`src/rtl/per_pkg.sv`:
```
// Shared definitions for the receive-side send/ack FIFO stage.
package per_pkg;

  localparam int PER_WIDTH = 4;
  localparam int PER_DEPTH = 4;

  typedef enum logic {
    ST_IDLE = 1'b0,
    ST_ACK  = 1'b1
  } rx_state_e;

endpackage

```
`src/rtl/per_fifo.sv`:
```
// Small first-word-fall-through FIFO: the head word is always visible on
// rd_data, and a read just advances the read pointer.
module per_fifo
  import per_pkg::*;
#(
  parameter int DEPTH = PER_DEPTH,
  parameter int WIDTH = PER_WIDTH
) (
  input  logic                     clk,
  input  logic                     rst,
  input  logic                     wr_en,
  input  logic [WIDTH-1:0]         wr_data,
  input  logic                     rd_en,
  output logic [WIDTH-1:0]         rd_data,
  output logic [$clog2(DEPTH):0]   count,
  output logic                     full,
  output logic                     empty
);

  localparam int PTR_W = $clog2(DEPTH);
  localparam int CNT_W = PTR_W + 1;

  logic [WIDTH-1:0] mem_q [DEPTH];
  logic [PTR_W-1:0] wr_ptr_q, wr_ptr_d;
  logic [PTR_W-1:0] rd_ptr_q, rd_ptr_d;
  logic [CNT_W-1:0] count_q, count_d;
  logic             do_wr;
  logic             do_rd;

  // Guard both sides so an out-of-range request can never corrupt the count.
  assign do_wr = wr_en && !full;
  assign do_rd = rd_en && !empty;

  // Pointer and occupancy next-state; pointers wrap naturally at DEPTH.
  always_comb begin
    wr_ptr_d = wr_ptr_q;
    rd_ptr_d = rd_ptr_q;
    count_d  = count_q;
    if (do_wr) wr_ptr_d = wr_ptr_q + PTR_W'(1);
    if (do_rd) rd_ptr_d = rd_ptr_q + PTR_W'(1);
    case ({do_wr, do_rd})
      2'b10:   count_d = count_q + CNT_W'(1);
      2'b01:   count_d = count_q - CNT_W'(1);
      default: count_d = count_q;
    endcase
  end

  // Control state: pointers and occupancy, cleared by reset.
  always_ff @(posedge clk) begin
    if (rst) begin
      wr_ptr_q <= '0;
      rd_ptr_q <= '0;
      count_q  <= '0;
    end else begin
      wr_ptr_q <= wr_ptr_d;
      rd_ptr_q <= rd_ptr_d;
      count_q  <= count_d;
    end
  end

  // Storage array; contents after reset are don't-care, so no reset here.
  always_ff @(posedge clk) begin
    if (do_wr) mem_q[wr_ptr_q] <= wr_data;
  end

  assign rd_data = mem_q[rd_ptr_q];
  assign count   = count_q;
  assign full    = (count_q == CNT_W'(DEPTH));
  assign empty   = (count_q == '0);

endmodule

```
`src/rtl/per_rx_fifo.sv`:
```
// Receive stage behind the CPU's send/ack transmitter. One FIFO write per
// four-phase transaction; ack is withheld while the FIFO is full so the
// sender stalls instead of dropping data.
module per_rx_fifo
  import per_pkg::*;
#(
  parameter int DEPTH = PER_DEPTH,
  parameter int WIDTH = PER_WIDTH
) (
  input  logic                   rx_clock,
  input  logic                   rx_reset,
  input  logic                   rx_send,
  input  logic [WIDTH-1:0]       rx_dados_in,
  output logic                   rx_ack,
  output logic                   rx_out_valid,
  input  logic                   rx_out_ready,
  output logic [WIDTH-1:0]       rx_out_dados,
  output logic [$clog2(DEPTH):0] rx_count
);

  rx_state_e state_q, state_d;
  logic      wr_en;
  logic      rd_en;
  logic      fifo_full;
  logic      fifo_empty;

  // Handshake next-state: write only on the IDLE->ACK transition, so a
  // send held high in ACK can never produce a second write.
  always_comb begin
    state_d = state_q;
    wr_en   = 1'b0;
    case (state_q)
      ST_IDLE: begin
        if (rx_send && !fifo_full) begin
          wr_en   = 1'b1;
          state_d = ST_ACK;
        end
      end
      ST_ACK: begin
        if (!rx_send) state_d = ST_IDLE;
      end
    endcase
  end

  // Handshake state register.
  always_ff @(posedge rx_clock) begin
    if (rx_reset) state_q <= ST_IDLE;
    else          state_q <= state_d;
  end

  // Ready while empty is ignored; full is judged on pre-edge occupancy.
  assign rd_en = rx_out_ready && !fifo_empty;

  per_fifo #(
    .DEPTH(DEPTH),
    .WIDTH(WIDTH)
  ) u_fifo (
    .clk     (rx_clock),
    .rst     (rx_reset),
    .wr_en   (wr_en),
    .wr_data (rx_dados_in),
    .rd_en   (rd_en),
    .rd_data (rx_out_dados),
    .count   (rx_count),
    .full    (fifo_full),
    .empty   (fifo_empty)
  );

  assign rx_ack       = (state_q == ST_ACK);
  assign rx_out_valid = !fifo_empty;

endmodule

```
`config.mk`:
```
export PLATFORM = sky130hd
export DESIGN_NAME = per_rx_fifo
export DESIGN_NICKNAME = d
export VERILOG_FILES = /design/src/rtl/per_pkg.sv /design/src/rtl/per_fifo.sv /design/src/rtl/per_rx_fifo.sv
export SDC_FILE = /design/constraint.sdc
export NUM_CORES = 1
export LEC_CHECK = 0
export BUFFER_PORTS_ARGS = -buffer_cell sky130_fd_sc_hd__buf_4
export CAP_MARGIN = 20
export CORE_UTILIZATION = 45
export CTS_BUF_LIST = sky130_fd_sc_hd__clkbuf_2 sky130_fd_sc_hd__clkbuf_4 sky130_fd_sc_hd__clkbuf_8
export DETAILED_ROUTE_END_ITERATION = 6
export GPL_TIMING_DRIVEN = 1
export PLACE_DENSITY = 0.73
export SETUP_SLACK_MARGIN = 0.15
export SYNTH_ARGS = -nofsm -noshare
export SYNTH_HDL_FRONTEND = slang
export SYNTH_SLANG_ARGS = --single-unit
```
`constraint.sdc`:
```
create_clock -name rx_clock -period 2.8 [get_ports rx_clock]
set_clock_uncertainty 0.1 [all_clocks]
set_input_delay 0.14 -clock rx_clock [delete_from_list [all_inputs] [get_ports rx_clock]]
set_output_delay 0.14 -clock rx_clock [all_outputs]
set_load 0.01 [all_outputs]
```
# After elaboration in Yosys (flattened, before gate mapping)
# Memories as Yosys holds them, arrays and structs flattened. A register that Yosys moved wholly into a read port is not among the register bits.
# Cells that the tools add are included.
[totals] output_inout_bits=9 mem_count=1 ramBits=16 reg_bits=8 in_bits=8 wordCells=30
[memory_table] name="u_fifo.mem_q" depth=4 width=4 rd=1 rd_clocked_by_memory_dff=1 write_ports=1 line="per_fifo.sv:23" text="logic [WIDTH-1:0] mem_q [DEPTH];"
[classes] eq_ne=3 addsub=4 reduce_logical=8 muxes=9 n_bitwise=1
[ops] cell="one-hot mux 3 bit (2 select lines)" n=1
[ops] cell="two-way mux 1 bit" n=5
[ops] cell="adder 2 x 1 -> 2 bit (second input constant)" n=2
[ops] cell="logical AND 1 bit" n=4
[ops] cell="two-way mux 2 bit" n=2
[ops] cell="adder 3 x 1 -> 3 bit (second input constant)" n=1
[ops] cell="equality test 3 bit (second input constant)" n=1
[ops] cell="logical NOT 3 bit" n=1
[ops] cell="subtractor 3 x 1 -> 3 bit (second input constant)" n=1
[ops] cell="equality test 2 x 1 -> 1 bit (second input constant)" n=1
[ops] cell="equality test 2 bit (second input constant)" n=1
[ops] cell="logical NOT 1 bit" n=2
[ops] cell="one-hot mux 1 bit (2 select lines)" n=1
[ops] cell="nonzero test 2 bit" n=1
[ops] cell="inverter 1 bit" n=1

# Depth between registers and ports, before layout
[logic_depth] ltp_word=8 ltp_mapped=10 depth_no_buf=9

# Modules after synthesis
# A second synthesis with hierarchy kept.
[unflattened] hier_cells=80 hier_area_um2=1112.3
[by_module_without_submodules] mod="per_fifo" instances=1 cells_per_inst=74 area_per_inst_um2=1056.0
[by_module_without_submodules] mod="per_rx_fifo" instances=1 cells_per_inst=6 area_per_inst_um2=56.3

# Least setup slack after synthesis
# Ideal clock, no wire load.
[synth_path] kind="register to register" start="register u_fifo.count_q[2], in the netlist u_fifo.count[2]" end="register u_fifo.count_q[2], in the netlist u_fifo.count[2]" required_ns=2.630 arrival_ns=2.364 n_path_buf=1 stages_incl_launch_ff=11 setup_time_ns=0.070 path_slack_ns=0.265 path_cell_list="dfxtp_1 > or3b_1 > and3b_1 > buf_6 > inv_1 > ha_1 > inv_1 > fa_1 > xor2_1 > or3_2 > a21oi_1"
[synth_via] elab_chain_cells=8
[synth_lines] item="from (decl)" line="per_fifo.sv:26" text="logic [CNT_W-1:0] count_q, count_d;"
[synth_lines] item="from (signal assigned)" line="per_fifo.sv:57" text="count_q <= count_d;"
[synth_lines] item="equality test 3 bit" line="per_fifo.sv:68" text="assign full = (count_q == CNT_W'(DEPTH));"
[synth_lines] item="logical NOT 1 bit" line="per_fifo.sv:31, per_rx_fifo.sv:34"
[synth_lines] item="logical AND 1 bit" line="per_rx_fifo.sv:34" text="if (rx_send && !fifo_full) begin"
[synth_lines] item="two-way mux 1 bit" line="per_rx_fifo.sv:34"
[synth_lines] item="two-way mux 1 bit" line="per_rx_fifo.sv:32" text="case (state_q)"
[synth_lines] item="logical AND 1 bit" line="per_fifo.sv:31" text="assign do_wr = wr_en && !full;"
[synth_lines] item="equality test 2 x 1 -> 1 bit or equality test 2 bit (tied branches)" line="per_fifo.sv:41" text="case ({do_wr, do_rd})"
[synth_lines] item="one-hot mux 3 bit (2 select lines) or nonzero test 2 bit (tied branches)"
# Parallel ways exist; a longest one is shown, timed or not.
# A chain may end at the register's enable or synchronous reset.

# Worst setup path after layout
[layout_path] start="register u_fifo.count_q[0], in the netlist u_fifo.count[0]" end="register u_fifo.count_q[2], in the netlist u_fifo.count[2]"
# Same word-level chain as after synthesis.

==> impl_metrics.toml <==
[status]
status = "completed"

[synth]
synth_area_leaders = "edfxtp_1 (44%), dfxtp_1 (18%), mux4_2 (8.2%)"
synth.ff_latch_count = 26
synth-seq-area-share_pct = 61.9
yosys.area.top_type = "edfxtp_1"
synth_top_area_share_pct = 43.7
synth_nets = 89
synth_area_um2 = 1100
syn_area_per_cell_um2 = 14.7
synthCells = 75
post_synth_num_cell_types = 24
yosys_warnings = 0

[clock_tree]
cts_tree = "done"
clkSinkCount = 26
insertion_delay_ps = 310
clk_pin_slew_ps = 120
cts_buffer_depth = 2
root_buffer = "clkbuf_4"
cts_buffers = 3
h-tree-depth = 1

[cells_and_area]
utilization_pct = 60.2
fin_nets = 116
n_antenna_cell = 0
seqCellArea_um2 = 689
layout_commonest_cell = "buf_4"
multiInputGateArea_um2 = 385
drive_gt1_share_pct = 37.6
fin_cells = 129
fill_cells = 197
area_growth_pct = 23.4
final_cell_mix = "buf_4 (18), edfxtp_1 (16), nor2_1 (9)"

[timing]
worst_slew_pin_slew_ps = 383
drv_slew = 0
finalSetupTns_ps = 0
maxSlewHeadroom_pct = 74.1
final_hold_viol_count = 0
layout_setup_ws_ps = 244
hold-worst-slack_ps = 153
period_share_pct = 91.3
rsz0062_at_grt = "no"
period_minus_slack_ps = 2560
setup_viol_count_final = 0
fmax_mhz = 391

[floorplanning]
rows = 17
design.die.area_um2 = 2650
die_height_um = 51.4
initial_core_util_pct = 48.8
core_um2 = 2250
io_pins = 17
fp.dieW_um = 51.4

[worst_setup_path]
worstSetupStartpoint = "u_fifo.count[0]"
end_kind = "flop"
critPathRequiredTime_ps = 2940
crit_type = "reg2reg"
critPathArrivalTime_ps = 2700
cp_common_cell = "inv_1"
rr_startpoint = "u_fifo.count[0]"
cp-start-kind = "flop"
path_max_fanout = 5
critPathSlowestCell = "or3b_1"
crit_chain = "or3b_1 -> and3b_2 -> inv_1 -> ha_2 -> inv_1 -> fa_1 -> xor2_1 -> or3_2 -> a21oi_1"
critical_path.max_stage_delay_ps = 400

[power_and_ir_drop]
ir_drop_uv = 510
power.density_nw_per_um2 = 798
p_leak_uw = 0.000518

[drt]
routed_wl_mm = 1.73
drt-vias-per-instance = 4.95
drtAntennaViolNets = 0
drtPass1Iterations = 4
drt_iter0_drc = 12
wire_per_inst_um = 13.4
vias = 638
drc = 0

[place]
finalWeightedCongestion = 0.772
io_buffers = 16
dpl_worst_slack_ps = 190
placedCellCount = 117
hpwl_mm = 1.25

[min_path]
hp-start = "rx_out_ready"
hold_path.class = "in2reg"

[job]
maxCapViolCount = 0

[global_routing]
grt_pass1_wl_mm = 2.68
grt-ovfl-total = 0
antenna_found_initial = 0
grt_max_degree = 15
grt_pass1_vias = 635
grt_usage_pct = 15.1
[flip-flops by register name (all words and copies together) (netlist names), named ones only]
register,flops
rx_ack,1
u_fifo.wr_ptr_q,2
u_fifo.rd_ptr_q,2
u_fifo.count,3
u_fifo.mem_q,16
[area by class of cell]
class | count | area share (%)
Sequential cell | 26 | 50.8
Multi-Input combinational cell | 41 | 28.4
Timing Repair Buffer | 24 | 14.4
Tap cell | 28 | 2.58
Clock buffer | 4 | 2.21
Inverter | 6 | 1.66
[logic make-up (layout without fill, tap and decap cells)]
logic type	after synthesis	after routing	synth area share (%)
XOR/XNOR	4	4	3.19
AND/OR/NAND/NOR	20	20	10.5
AO/OA/AOI/OAI	5	5	3.07
flip-flops	26	26	61.9
buffers and inverters	8	34	3.41
adder cells (fa/ha/maj)	6	6	7.51
multiplexers	6	6	10.5
[synthesized netlist by cell type]
| cell | n |
|---|---|
| ha_1 | 5 |
| o311ai_0 | 1 |
| clkbuf_1 | 1 |
| or3_2 | 2 |
| and3b_1 | 1 |
| nor3b_1 | 1 |
| inv_1 | 6 |
| nor2_1 | 9 |
| a21oi_1 | 2 |
| mux2_4 | 1 |
| buf_6 | 1 |
| mux4_2 | 4 |
| o31a_2 | 1 |
| xor2_1 | 3 |
| and2_1 | 1 |
| o21ai_0 | 1 |
| mux2i_1 | 1 |
| or3b_1 | 1 |
| nand2b_1 | 2 |
| edfxtp_1 | 16 |
| and2_2 | 3 |
| dfxtp_1 | 10 |
| fa_1 | 1 |
| xnor2_1 | 1 |
[worst max-delay path: cells and delay by family, from the launching register on]
kind | cells | cell delay, ps
AND/OR/NAND/NOR | 3 | 1040
flip-flops | 1 | 380
buffers and inverters | 2 | 110
adder cells (fa/ha/maj) | 2 | 550
XOR/XNOR | 1 | 160
AO/OA/AOI/OAI | 1 | 150
[final timing paths]
| kind | end | slack (ps) | cells past startpoint |
|---|---|---|---|
| hold / removal | u_fifo.rd_ptr_q[0] | 150 | 4 |
| setup / recovery | u_fifo.count[2] | 240 | 9 |
| setup reg to reg | u_fifo.count[2] | 240 | 9 |
| hold reg to reg | rx_ack | 420 | 2 |
[through the flow]
| stage | instance area (um^2) | total power (uW) |
|---|---|---|
| after global routing | 1360 | 1150 |
| final | 1360 | 1080 |
| after floorplan | 1100 | 765 |
| after detailed placement | 1240 | 902 |
| after global placement | 1240 | 885 |
| after CTS | 1330 | 1070 |
[power breakdown]
part	switching, uW	internal (uW)
registers	58.5	475
logic	164	220
clock network	101	65.3
[layer usage]
layer	vias up	part of all wire (%)	track usage [%]
met5	-	0	0
met2	15	52	25.5
met1	298	43	17.5
met3	4	3.1	2.68
li1	321	-	-
met4	0	1.9	9.46
[what timing repair did]
action | 4_1_cts | 5_1_grt
endpoints found under the hold margin | 24 | 0
setup endpoints to repair | 0 | 1
buffers inserted | 0 | 2
resized for setup | 0 | 7
hold buffers | 6 | 0
Power figures use the tool's default switching activity.
